[config.mk]
export PLATFORM = sky130hd
export DESIGN_NAME = trng_burst_sequencer
export DESIGN_NICKNAME = d
export VERILOG_FILES = /design/src/rtl/trng_pkg.sv /design/src/rtl/trng_word_serializer.sv /design/src/rtl/trng_burst_sequencer.sv
export SDC_FILE = /design/constraint.sdc
export NUM_CORES = 1
export LEC_CHECK = 0
export CORE_UTILIZATION = 53
export CTS_BUF_LIST = sky130_fd_sc_hd__clkbuf_2 sky130_fd_sc_hd__clkbuf_4 sky130_fd_sc_hd__clkbuf_8
export DETAILED_ROUTE_END_ITERATION = 8
export PLACE_DENSITY = 0.78
export SLEW_MARGIN = 20
export SYNTH_ARGS = -nofsm -noshare
export SYNTH_HDL_FRONTEND = slang
export SYNTH_HIERARCHICAL = 1
export SYNTH_SLANG_ARGS = --single-unit
[constraint.sdc]
create_clock -name i_clk -period 6.1 [get_ports i_clk]
set_input_delay 1.22 -clock i_clk [delete_from_list [all_inputs] [get_ports i_clk]]
set_output_delay 1.22 -clock i_clk [all_outputs]
set_load 0.01 [all_outputs]
[src/rtl/trng_pkg.sv]
// ----------------------------------------------------------------------------
// trng_pkg
// Shared definitions for the TRNG burst sequencer slice:
//   - top-level FSM state encoding (state_t)
//   - serializer handshake phase encoding (ser_phase_t)
//   - default host command bytes
//   - TRNG word geometry (32-bit words streamed as 4 bytes)
// ----------------------------------------------------------------------------
package trng_pkg;

    localparam int WORD_W         = 32;
    localparam int BYTES_PER_WORD = 4;
    localparam int BYTE_IDX_W     = $clog2(BYTES_PER_WORD);

    localparam logic [7:0] CMD_SINGLE_BYTE = 8'h52;  // 'R'
    localparam logic [7:0] CMD_BURST_BYTE  = 8'h42;  // 'B'
    localparam logic [7:0] CMD_STOP_BYTE   = 8'h53;  // 'S'

    typedef enum logic [2:0] {
        ST_IDLE,
        ST_GET_CNT,
        ST_ARM,
        ST_SETTLE,
        ST_LATCH,
        ST_SEND,
        ST_WAIT_DONE,
        ST_NEXT
    } state_t;

    typedef enum logic [1:0] {
        PH_IDLE,
        PH_SEND,
        PH_WAIT
    } ser_phase_t;

endpackage

[src/rtl/trng_word_serializer.sv]
// ----------------------------------------------------------------------------
// trng_word_serializer
// Captures one TRNG word on start and streams it to the UART transmitter as
// BYTES_PER_WORD bytes, MSB first. Each byte is offered with a single-cycle
// tx_dv strobe once the transmitter is idle, then the serializer waits for the
// transmitter's done strobe before offering the next byte.
// Ports:
//   clk, rst   clock and synchronous active-high reset
//   start      1-cycle request: capture word and begin sending
//   word       WORD_W-bit sample to send
//   tx_active  transmitter busy serialising
//   tx_done    1-cycle strobe: current byte has fully shifted out
//   done       1-cycle strobe, combinational: last byte of the word is done
//   tx_dv      1-cycle strobe to the transmitter (registered)
//   tx_byte    byte presented with tx_dv (registered)
// ----------------------------------------------------------------------------
module trng_word_serializer
    import trng_pkg::*;
(
    input  logic              clk,
    input  logic              rst,
    input  logic              start,
    input  logic [WORD_W-1:0] word,
    input  logic              tx_active,
    input  logic              tx_done,
    output logic              done,
    output logic              tx_dv,
    output logic [7:0]        tx_byte
);

    ser_phase_t            phase;
    logic [BYTE_IDX_W-1:0] byte_idx;
    logic [WORD_W-1:0]     shreg;
    logic                  last_byte;

    assign last_byte = (byte_idx == BYTE_IDX_W'(BYTES_PER_WORD - 1));
    assign done      = (phase == PH_WAIT) && tx_done && last_byte;

    // Handshake control; tx_dv defaults low so it can only ever be a
    // single-cycle pulse per byte.
    always_ff @(posedge clk) begin
        if (rst) begin
            phase    <= PH_IDLE;
            byte_idx <= '0;
            tx_dv    <= 1'b0;
            tx_byte  <= 8'h00;
        end else begin
            tx_dv <= 1'b0;
            case (phase)
                PH_IDLE: begin
                    if (start) begin
                        byte_idx <= '0;
                        phase    <= PH_SEND;
                    end
                end
                PH_SEND: begin
                    if (!tx_active) begin
                        tx_dv   <= 1'b1;
                        tx_byte <= shreg[WORD_W-1 -: 8];
                        phase   <= PH_WAIT;
                    end
                end
                PH_WAIT: begin
                    if (tx_done) begin
                        byte_idx <= byte_idx + BYTE_IDX_W'(1);
                        phase    <= last_byte ? PH_IDLE : PH_SEND;
                    end
                end
                default: phase <= PH_IDLE;
            endcase
        end
    end

    // Data path: no reset, the word is always loaded before it is used.
    always_ff @(posedge clk) begin
        if (start && (phase == PH_IDLE)) begin
            shreg <= word;
        end else if ((phase == PH_WAIT) && tx_done) begin
            shreg <= {shreg[WORD_W-9:0], 8'h00};
        end
    end

endmodule

[src/rtl/trng_burst_sequencer.sv]
// ----------------------------------------------------------------------------
// trng_burst_sequencer
// Command-driven scheduler between the TRNG core and the UART. Decodes host
// command bytes, sequences the TRNG (reset pulse, enable, settle window,
// sample) and streams each 32-bit sample to the UART transmitter MSB first.
// 'R' returns one word, 'B' followed by a count N returns N words (0 = 256),
// 'S' ends a running request after the word currently in flight.
// Ports:
//   i_clk, i_rst   clock and synchronous active-high reset
//   i_rx_dv        1-cycle strobe: i_rx_byte is valid
//   i_rx_byte      received command/count byte
//   o_tx_dv        1-cycle strobe to UART TX
//   o_tx_byte      byte to transmit
//   i_tx_active    UART TX busy
//   i_tx_done      1-cycle strobe: byte fully shifted out
//   o_trng_rst     TRNG core reset
//   o_trng_en      TRNG core enable
//   i_trng_data    TRNG output word
//   o_busy         high whenever the FSM is not idle
//   o_words_left   remaining words including the one in flight
// ----------------------------------------------------------------------------
module trng_burst_sequencer
    import trng_pkg::*;
#(
    parameter int         SETTLE_CYCLES = 32,
    parameter int         RST_CYCLES    = 2,
    parameter logic [7:0] CMD_SINGLE    = CMD_SINGLE_BYTE,
    parameter logic [7:0] CMD_BURST     = CMD_BURST_BYTE,
    parameter logic [7:0] CMD_STOP      = CMD_STOP_BYTE
) (
    input  logic              i_clk,
    input  logic              i_rst,
    input  logic              i_rx_dv,
    input  logic [7:0]        i_rx_byte,
    output logic              o_tx_dv,
    output logic [7:0]        o_tx_byte,
    input  logic              i_tx_active,
    input  logic              i_tx_done,
    output logic              o_trng_rst,
    output logic              o_trng_en,
    input  logic [WORD_W-1:0] i_trng_data,
    output logic              o_busy,
    output logic [8:0]        o_words_left
);

    localparam int CNT_MAX = (SETTLE_CYCLES > RST_CYCLES) ? SETTLE_CYCLES : RST_CYCLES;
    localparam int CNT_W   = $clog2(CNT_MAX + 1);

    state_t           state;
    logic [CNT_W-1:0] cyc_cnt;
    logic             stop_pending;
    logic             stop_hit;
    logic             ser_start;
    logic             ser_done;

    assign stop_hit  = i_rx_dv && (i_rx_byte == CMD_STOP);
    assign ser_start = (state == ST_LATCH);

    trng_word_serializer u_serializer (
        .clk       (i_clk),
        .rst       (i_rst),
        .start     (ser_start),
        .word      (i_trng_data),
        .tx_active (i_tx_active),
        .tx_done   (i_tx_done),
        .done      (ser_done),
        .tx_dv     (o_tx_dv),
        .tx_byte   (o_tx_byte)
    );

    // Top FSM. TRNG controls and o_busy are registered and updated on the
    // transition into the state that owns them.
    always_ff @(posedge i_clk) begin
        if (i_rst) begin
            state        <= ST_IDLE;
            cyc_cnt      <= '0;
            stop_pending <= 1'b0;
            o_trng_rst   <= 1'b1;
            o_trng_en    <= 1'b0;
            o_busy       <= 1'b0;
            o_words_left <= 9'd0;
        end else begin
            // Stop is remembered from arming onwards; in GET_CNT the byte
            // is a count and in IDLE there is nothing to stop.
            if (stop_hit && (state != ST_IDLE) && (state != ST_GET_CNT)) begin
                stop_pending <= 1'b1;
            end

            case (state)
                ST_IDLE: begin
                    if (i_rx_dv && (i_rx_byte == CMD_SINGLE)) begin
                        o_words_left <= 9'd1;
                        cyc_cnt      <= '0;
                        o_busy       <= 1'b1;
                        state        <= ST_ARM;
                    end else if (i_rx_dv && (i_rx_byte == CMD_BURST)) begin
                        o_busy <= 1'b1;
                        state  <= ST_GET_CNT;
                    end
                end
                ST_GET_CNT: begin
                    if (i_rx_dv) begin
                        o_words_left <= (i_rx_byte == 8'h00) ? 9'd256 : {1'b0, i_rx_byte};
                        cyc_cnt      <= '0;
                        state        <= ST_ARM;
                    end
                end
                ST_ARM: begin
                    if (cyc_cnt == CNT_W'(RST_CYCLES - 1)) begin
                        cyc_cnt    <= '0;
                        o_trng_rst <= 1'b0;
                        o_trng_en  <= 1'b1;
                        state      <= ST_SETTLE;
                    end else begin
                        cyc_cnt <= cyc_cnt + CNT_W'(1);
                    end
                end
                ST_SETTLE: begin
                    if (cyc_cnt == CNT_W'(SETTLE_CYCLES - 1)) begin
                        cyc_cnt <= '0;
                        state   <= ST_LATCH;
                    end else begin
                        cyc_cnt <= cyc_cnt + CNT_W'(1);
                    end
                end
                ST_LATCH: begin
                    state <= ST_SEND;
                end
                ST_SEND: begin
                    // Mirrors the serializer: the byte goes out when TX is idle.
                    if (!i_tx_active) begin
                        state <= ST_WAIT_DONE;
                    end
                end
                ST_WAIT_DONE: begin
                    if (i_tx_done) begin
                        state <= ser_done ? ST_NEXT : ST_SEND;
                    end
                end
                ST_NEXT: begin
                    // A finished or stopped request leaves nothing outstanding,
                    // so the counter is cleared rather than left mid-count.
                    if ((o_words_left <= 9'd1) || stop_pending || stop_hit) begin
                        o_words_left <= 9'd0;
                        stop_pending <= 1'b0;
                        o_trng_rst   <= 1'b1;
                        o_trng_en    <= 1'b0;
                        o_busy       <= 1'b0;
                        state        <= ST_IDLE;
                    end else begin
                        o_words_left <= o_words_left - 9'd1;
                        cyc_cnt      <= '0;
                        state        <= ST_SETTLE;
                    end
                end
                default: begin
                    state <= ST_IDLE;
                end
            endcase
        end
    end

endmodule

==> impl_results.md, run 1 <==
- Status: completed
- Worst Path Max Fanout: 24
- Cell variety after synth: 64
- Vias: 2546
- Dpl ws: 2.69 ns
- Tcrit/Tclk final: 50.3%
- Commonest cells after routing, fill and taps aside: clkdlybuf4s50_1, dfxtp_1, edfxtp_1, nand2_1, mux2_4
- Tmin final: 3.07 ns
- Die Wd: 82.1 um
- # setup viols final: 0
- Req. time, crit path: 6.36 ns
- Area of the multi-input gates: 0.00162 mm2
- RSZ-0062 raised after global routing: no
- Final ANT Viol Nets: 0
- Post-synth EDFFs: 32
- Area added between synthesis and finish: 27.2%
- Pwr/cell area: 267 mW/mm2
- Share of cells above drive strength 1: 15.5%
- Mapped Cells: 297
- Post-synth ARST share: 0%
- Clk pwr share: 43.0%
- Die Area: 0.00674 mm2
- Crit start category: input port
- Tot GR Track Use: 22.3%
- Internal Power: 876 uW
- CP Cell Sequence: clkdlybuf4s50_1 > nor4b_2 > nand3_1 > o32a_1 > o21ai_0
- WP data arrival: 3.33 ns
- Logic gate share of total power: 14.3%
- DR DRC count: 0
- Largest net degree at the start of global routing: 34
- Port Buf Inserts: 65
- Clock Pin Slew Worst Setup and Hold Paths: 0.07 ns
- Sw power: 280 uW
- Antenna violations before repair: 0
- # rows: 28
- Actual slew at the worst max-slew pin: 1.00 ns
- DIE HEIGHT: 82.1 um
- Worst skew pair latency: 0.35 ns
- Lkg Pwr: 0.00153 uW
- Commonest non-fill, non-tap cell in the layout: clkdlybuf4s50_1
- Synth Flop Type: dfxtp_1
- Num CTS Buffers: 9
- Max-Cap Viols: 0
- Sequential Power Share: 42.7%
- Iteration-0 DRC Markers: 179
- Cell area after synthesis: 0.00340 mm2
- Syn nets: 347
- VDD IR max: 240 uV
- Diode count: 0
- Layout Nets: 412
- Fill count: 469
- Seq/Total Area, Yosys: 48.9%
- Post-CTS Resized: 0
- TritonCTS Sinks: 67
- Via-per-instance ratio: 5.76
- Max stage delay on crit path: 0.86 ns
- Slowest-stage cell, CP: clkdlybuf4s50_1
- Switch share: 24.2%
- Root Driver: clkbuf_8
- Area of the core: 0.00606 mm2
- Ys Warns: 6
- Syn Area/Cell: 11.5 um2
- Starting Density: 56.1%
- Post-DP HPWL: 4810 um
- Vias in the first global route: 2389
- Slew headroom: 33.1%
- Sequential cell area: 0.00166 mm2
- Routed len/inst: 16.1 um
- Routed WL: 7120 um
- Synth Register Bits: 67
- Pre-antenna DRT Iters: 4
- Max clock buf depth: 2
- Post-CTS setup buffers: 0
- CTS tree: yes
- First-pass GRT wire length: 11100 um
- Max frequency: 326 MHz
- Clock skew: 0.0139 ns
- Final Hold Viols: 0
- Setup ws final: 3.03 ns
- Top cell family by delay on the critical path: simple AND/OR/NAND/NOR gates
- GP Congestion: 0.856
- Worst path bufs/invs: 1
- CTS H-Tree Depth: 3
- I/O Pins: 66
- Hold Path Class: flop to flop
- Pins over their slew limit: 0
- Crit end category: flop
- Hold_buf cts: 0
- Overflow after GRT: 0
- Setup tns final: 0 ns
- Critical path class: input port to flop
-- power groups by stage --
stage | sequential, uW | clock [uW] | combinational, uW
5_1_grt | 495 | 522 | 180
4_1_cts | 493 | 504 | 164
6_report | 494 | 497 | 165
3_5_place_dp | 503 | 0 | 163
2_1_floorplan | 496 | 0 | 101
3_3_place_gp | 503 | 0 | 161
-- area by class of cell --
| type | instances | area share, % |
|---|---|---|
| repair buffers | 65 | 15.0 |
| well taps | 75 | 2.17 |
| clock buffers | 10 | 3.04 |
| multi-input cells | 210 | 37.4 |
| inverters | 9 | 0.781 |
| clock inverters | 6 | 3.18 |
| flip-flops and latches | 67 | 38.4 |
-- cells by family after synthesis --
group,count (synthesis),synth area share [%]
xor+xnor,2,0.515
buf+inv,20,3.90
mux,32,12.6
compound gates,61,13.2
fa+ha+maj,5,1.84
flops,67,48.9
simple gates,110,19.1
-- Yosys cell counts, types with 7 or more instances --
| cell | n | area (um2) |
|---|---|---|
| mux2i_1 | 8 | 80.1 |
| edfxtp_1 | 32 | 961 |
| and2_1 | 10 | 62.6 |
| nor4_1 | 7 | 43.8 |
| nor3_1 | 10 | 50.1 |
| nand3_1 | 9 | 45.0 |
| nor2_1 | 19 | 71.3 |
| dfxtp_1 | 35 | 701 |
| inv_1 | 9 | 33.8 |
| nand2_1 | 21 | 78.8 |
| o21ai_0 | 13 | 65.1 |
| a21oi_1 | 9 | 45.0 |
| mux2_4 | 21 | 315 |
-- layer usage --
| metal | wire length [um] | global-route usage (%) | vias up |
|---|---|---|---|
| met4 | 138 | 12.5 | 0 |
| li1 | - | - | 1251 |
| met3 | 303 | 5.60 | 10 |
| met5 | 0 | 0 | - |
| met2 | 3590 | 35.4 | 74 |
| met1 | 3090 | 27.7 | 1211 |
-- sequential cells by signal (all words and copies together) (netlist names) --
name / cells
o_trng_en: 1
u_serializer/byte_idx: 2
u_serializer/tx_dv: 1
o_busy: 1
o_trng_rst: 1
o_words_left: 9
cyc_cnt: 6
u_serializer/phase: 2
state: 3
u_serializer/shreg: 32
stop_pending: 1
u_serializer/tx_byte: 8
-- through the flow --
step	total power [uW]	cells	util, %	hold WS (ns)	cell area [um2]
2_1_floorplan	597	297	-	0.435	3400
3_3_place_gp	664	426	66.9	0.460	4060
3_5_place_dp	666	426	66.9	0.471	4060
4_1_cts	1160	442	71.4	0.487	4330
5_1_grt	1200	442	71.4	0.506	4330
6_report	1160	442	71.4	0.478	4330
-- path summary, 6_finish.rpt --
check | start | to | slack (ns) | depth (start not counted)
worst max register to register | state[2]$_SDFFE_PP0P_ | u_serializer/shreg[11]$_DFFE_PP_ | 3.55 | 3
worst max-delay path | i_rst | o_words_left[8]$_SDFFE_PP0P_ | 3.03 | 5
worst min register to register | o_trng_rst$_SDFFE_PP1P_ | o_trng_rst$_SDFFE_PP1P_ | 0.48 | 1
worst min-delay path | o_trng_rst$_SDFFE_PP1P_ | o_trng_rst$_SDFFE_PP1P_ | 0.48 | 1
No activity file was read; power rests on OpenSTA's default activity.
==> run 2: changes to the inputs <==
- CORE_UTILIZATION: 53 -> 48
- PLACE_DENSITY: 0.78 -> 0.75
- clock period: 6.1 -> 2.8 ns (I/O delays scaled with it)
==> run 2 against run 1 <==
  * Clock power is 59% higher
  * Global-route usage is 3.0 points lower
  * Critical path depth is 1 higher
  * First-iteration DRC count is 47% lower
  * Sequential power is 120% higher
  * Non-clock buffer count is 11 higher
  * Critical path type unchanged
  * Critical endpoint is now cyc_cnt[5]$_SDFFE_PP0P_
  * Largest cell class unchanged
==> impl_results.md, run 2 (synthesis results as in run 1) <==
- Status: completed
- Routed WL: 6700 um (-5.9%)
- Largest net degree at the start of global routing: 33 (-2.9%)
- Pre-antenna DRT Iters: 4 (unchanged)
- Max frequency: 438 MHz
- First-pass GRT wire length: 11000 um (-0.75%)
- WHS Path Cells: 1 (unchanged)
- Max-Cap Viols: 0 (unchanged)
- Post-DP HPWL: 4850 um (+0.73%)
- Commonest non-fill, non-tap cell in the layout: clkdlybuf4s50_1
- DP Area: 0.00418 mm2 (+3.0%)
- Req. time, crit path: 3.02 ns (-3.34 ns)
- # rows: 30 (+7.1%)
- Switch share: 26.4% (+2.2 points)
- Sw power: 591 uW (+110%)
- Layout Nets: 423 (+2.7%)
- Reg2reg end: o_words_left[4]$_SDFFE_PP0P_
- Slew headroom: 40.9% (+7.7 points)
- Max stage delay on crit path: 0.47 ns (-0.39 ns)
- Post-CTS Resized: 0 (unchanged)
- R2R depth: 6 (+3)
- Port Buf Inserts: 65 (unchanged)
- Clock Pin Slew Worst Setup and Hold Paths: 0.07 ns (about the same)
- TritonCTS Sinks: 67 (unchanged)
- Iteration-0 DRC Markers: 95 (-47%)
- Pins over their slew limit: 0 (unchanged)
- Num CTS Buffers: 9 (unchanged)
- R2R setup slack: 0.55 ns (-3.00 ns)
- Die Area: 0.00743 mm2 (+10%)
- # setup viols final: 0 (unchanged)
- Worst Path Max Fanout: 5 (-79%)
- Hold EP: o_trng_rst$_SDFFE_PP1P_
- Sequential Power Share: 48.0% (+5.3 points)
- Dpl cells: 458 (+7.5%)
- DIE HEIGHT: 86.2 um (+5.0%)
- Clk pwr share: 35.2% (-7.8 points)
- Top reg by flops: u_serializer/shreg
- Pwr/cell area: 511 mW/mm2 (+91%)
- Routed len/inst: 14.1 um (-12%)
- Setup tns final: 0 ns (unchanged)
- Tcrit/Tclk final: 81.5%
- Crit start category: input port
- CTS tree: yes
- Diode count: 0 (unchanged)
- Final Hold Viols: 0 (unchanged)
- Hold Path Class: flop to flop
- Critical R2R Launch: state[0]$_SDFFE_PP0P_
- Max reg flops: 32 (unchanged)
- Non-filler cells, final: 474 (+7.2%)
- Lkg Pwr: 0.00155 uW (+1.2%)
- Finished Cell Area: 0.00438 mm2 (+1.2%)
- Die Wd: 86.2 um (+5.0%)
- I/O Pins: 66 (unchanged)
- Vias in the first global route: 2311 (-3.3%)
- Final ANT Viol Nets: 0 (unchanged)
- Root Driver: clkbuf_8
- Internal Power: 1650 uW (+88%)
- Worst path bufs/invs: 1 (unchanged)
- Area added between synthesis and finish: 28.7%
- Hold_buf cts: 0 (unchanged)
- Setup ws final: 0.517 ns (-2.52 ns)
- CP Cell Sequence: clkdlybuf4s50_1 > or3_4 > or4_1 > a21o_1 > o211a_2 > a211o_1
- Starting Density: 49.8% (-6.3 points)
- Slowest-stage cell, CP: clkdlybuf4s50_1
- Actual slew at the worst max-slew pin: 0.880 ns (-0.120 ns)
- Crit end category: flop
- Share of cells above drive strength 1: 18.0% (+2.5 points)
- Tot GR Track Use: 19.3% (-3.0 points)
- CTS H-Tree Depth: 3 (unchanged)
- Max clock buf depth: 2 (unchanged)
- Top flop regs: u_serializer/shreg x32, o_words_left x9, u_serializer/tx_byte x8
- Post-CTS setup buffers: 0 (unchanged)
- Worst skew pair latency: 0.33 ns (-0.02 ns)
- Commonest cells after routing, fill and taps aside: clkdlybuf4s50_1, dfxtp_1, edfxtp_1, nand2_1, mux2_4
- VDD IR max: 313 uV (+30%)
- Antenna violations before repair: 0 (unchanged)
- Dpl ws: 0.174 ns (-2.52 ns)
- Tmin final: 2.28 ns
- Via-per-instance ratio: 5.32 (-7.7%)
- WP data arrival: 2.50 ns (-0.83 ns)
- Top cell family by delay on the critical path: simple AND/OR/NAND/NOR gates
- Overflow after GRT: 0 (unchanged)
- Vias: 2521 (-0.98%)
- GP Congestion: 0.885 (+3.4%)
- Hold Startpoint: o_trng_rst$_SDFFE_PP1P_
- Area of the core: 0.00683 mm2 (+13%)
- Critical path class: input port to flop
- RSZ-0062 raised after global routing: no
- DR DRC count: 0 (unchanged)
- Logic gate share of total power: 16.7% (+2.4 points)
- Clock skew: 0.00760 ns (-0.00634 ns)
- Finished Core Util: 64.1% (-7.3 points)
-- run 2: changes by cell type in the layout (fill, tap and decap cells not counted), sizes merged --
cell and change:
clkinv +1, clkinvlp +3, buf +11, inv -1
bufinv -3
-- run 2: how the worst max path moves through the flow --
stage                                from                             endpoint  slack (ns)  cells after the start
floorplan           state[2]$_SDFFE_PP0P_  u_serializer/shreg[0]$_SDFFCE_PP0P_        0.32                      4
global placement             i_rx_byte[0]              cyc_cnt[5]$_SDFFE_PP0P_        0.21                      6
detailed placement           i_rx_byte[0]              cyc_cnt[5]$_SDFFE_PP0P_        0.17                      6
CTS                          i_rx_byte[0]              cyc_cnt[5]$_SDFFE_PP0P_        0.53                      6
global route        state[0]$_SDFFE_PP0P_         o_words_left[4]$_SDFFE_PP0P_        0.35                      6
finish                       i_rx_byte[0]              cyc_cnt[5]$_SDFFE_PP0P_        0.52                      6
-- run 2: worst register-to-register path, stage by stage (launching register included) --
cell and delay, ns:
dfxtp_1 0.64, or3_1 0.27, nor4_1 0.07, buf_4 0.14, nor3_1 0.67, o21ai_0 0.19, o311ai_0 0.14
-- run 2: per-layer routing --
metal  wire (um)  part of all wire [%]  global-route usage (%)  vias to the layer above
met5           0                     0                       0                        -
met4          93                   1.4                    8.18                        0
met3         263                   3.9                    3.43                        7
met2        3290                    49                    30.4                       60
met1        3050                    46                    26.2                     1182
li1            -                     -                       -                     1272
-- run 2: through the flow --
stage / hold slack, ns / power (uW)
final: 0.469 / 2240
after global routing: 0.506 / 2340
after CTS: 0.474 / 2250
after detailed placement: 0.454 / 1470
after global placement: 0.448 / 1460
after floorplan: 0.435 / 1300
-- run 2: layout make-up --
class | instances | area (um2)
clock inverters | 6 | 66.3
fillers | 551 | 2450
multi-input cells | 210 | 1620
clock buffers | 10 | 131
repair buffers | 76 | 746
flip-flops and latches | 67 | 1660
inverters | 9 | 33.8
well taps | 96 | 120
-- run 2: power by group through the flow --
| stage | clock network [uW] | registers, uW | logic, uW |
|---|---|---|---|
| 2_1_floorplan | 0 | 1080 | 220 |
| 3_3_place_gp | 0 | 1090 | 365 |
| 3_5_place_dp | 0 | 1100 | 372 |
| 4_1_cts | 807 | 1070 | 374 |
| 5_1_grt | 852 | 1080 | 404 |
| 6_report | 789 | 1070 | 375 |
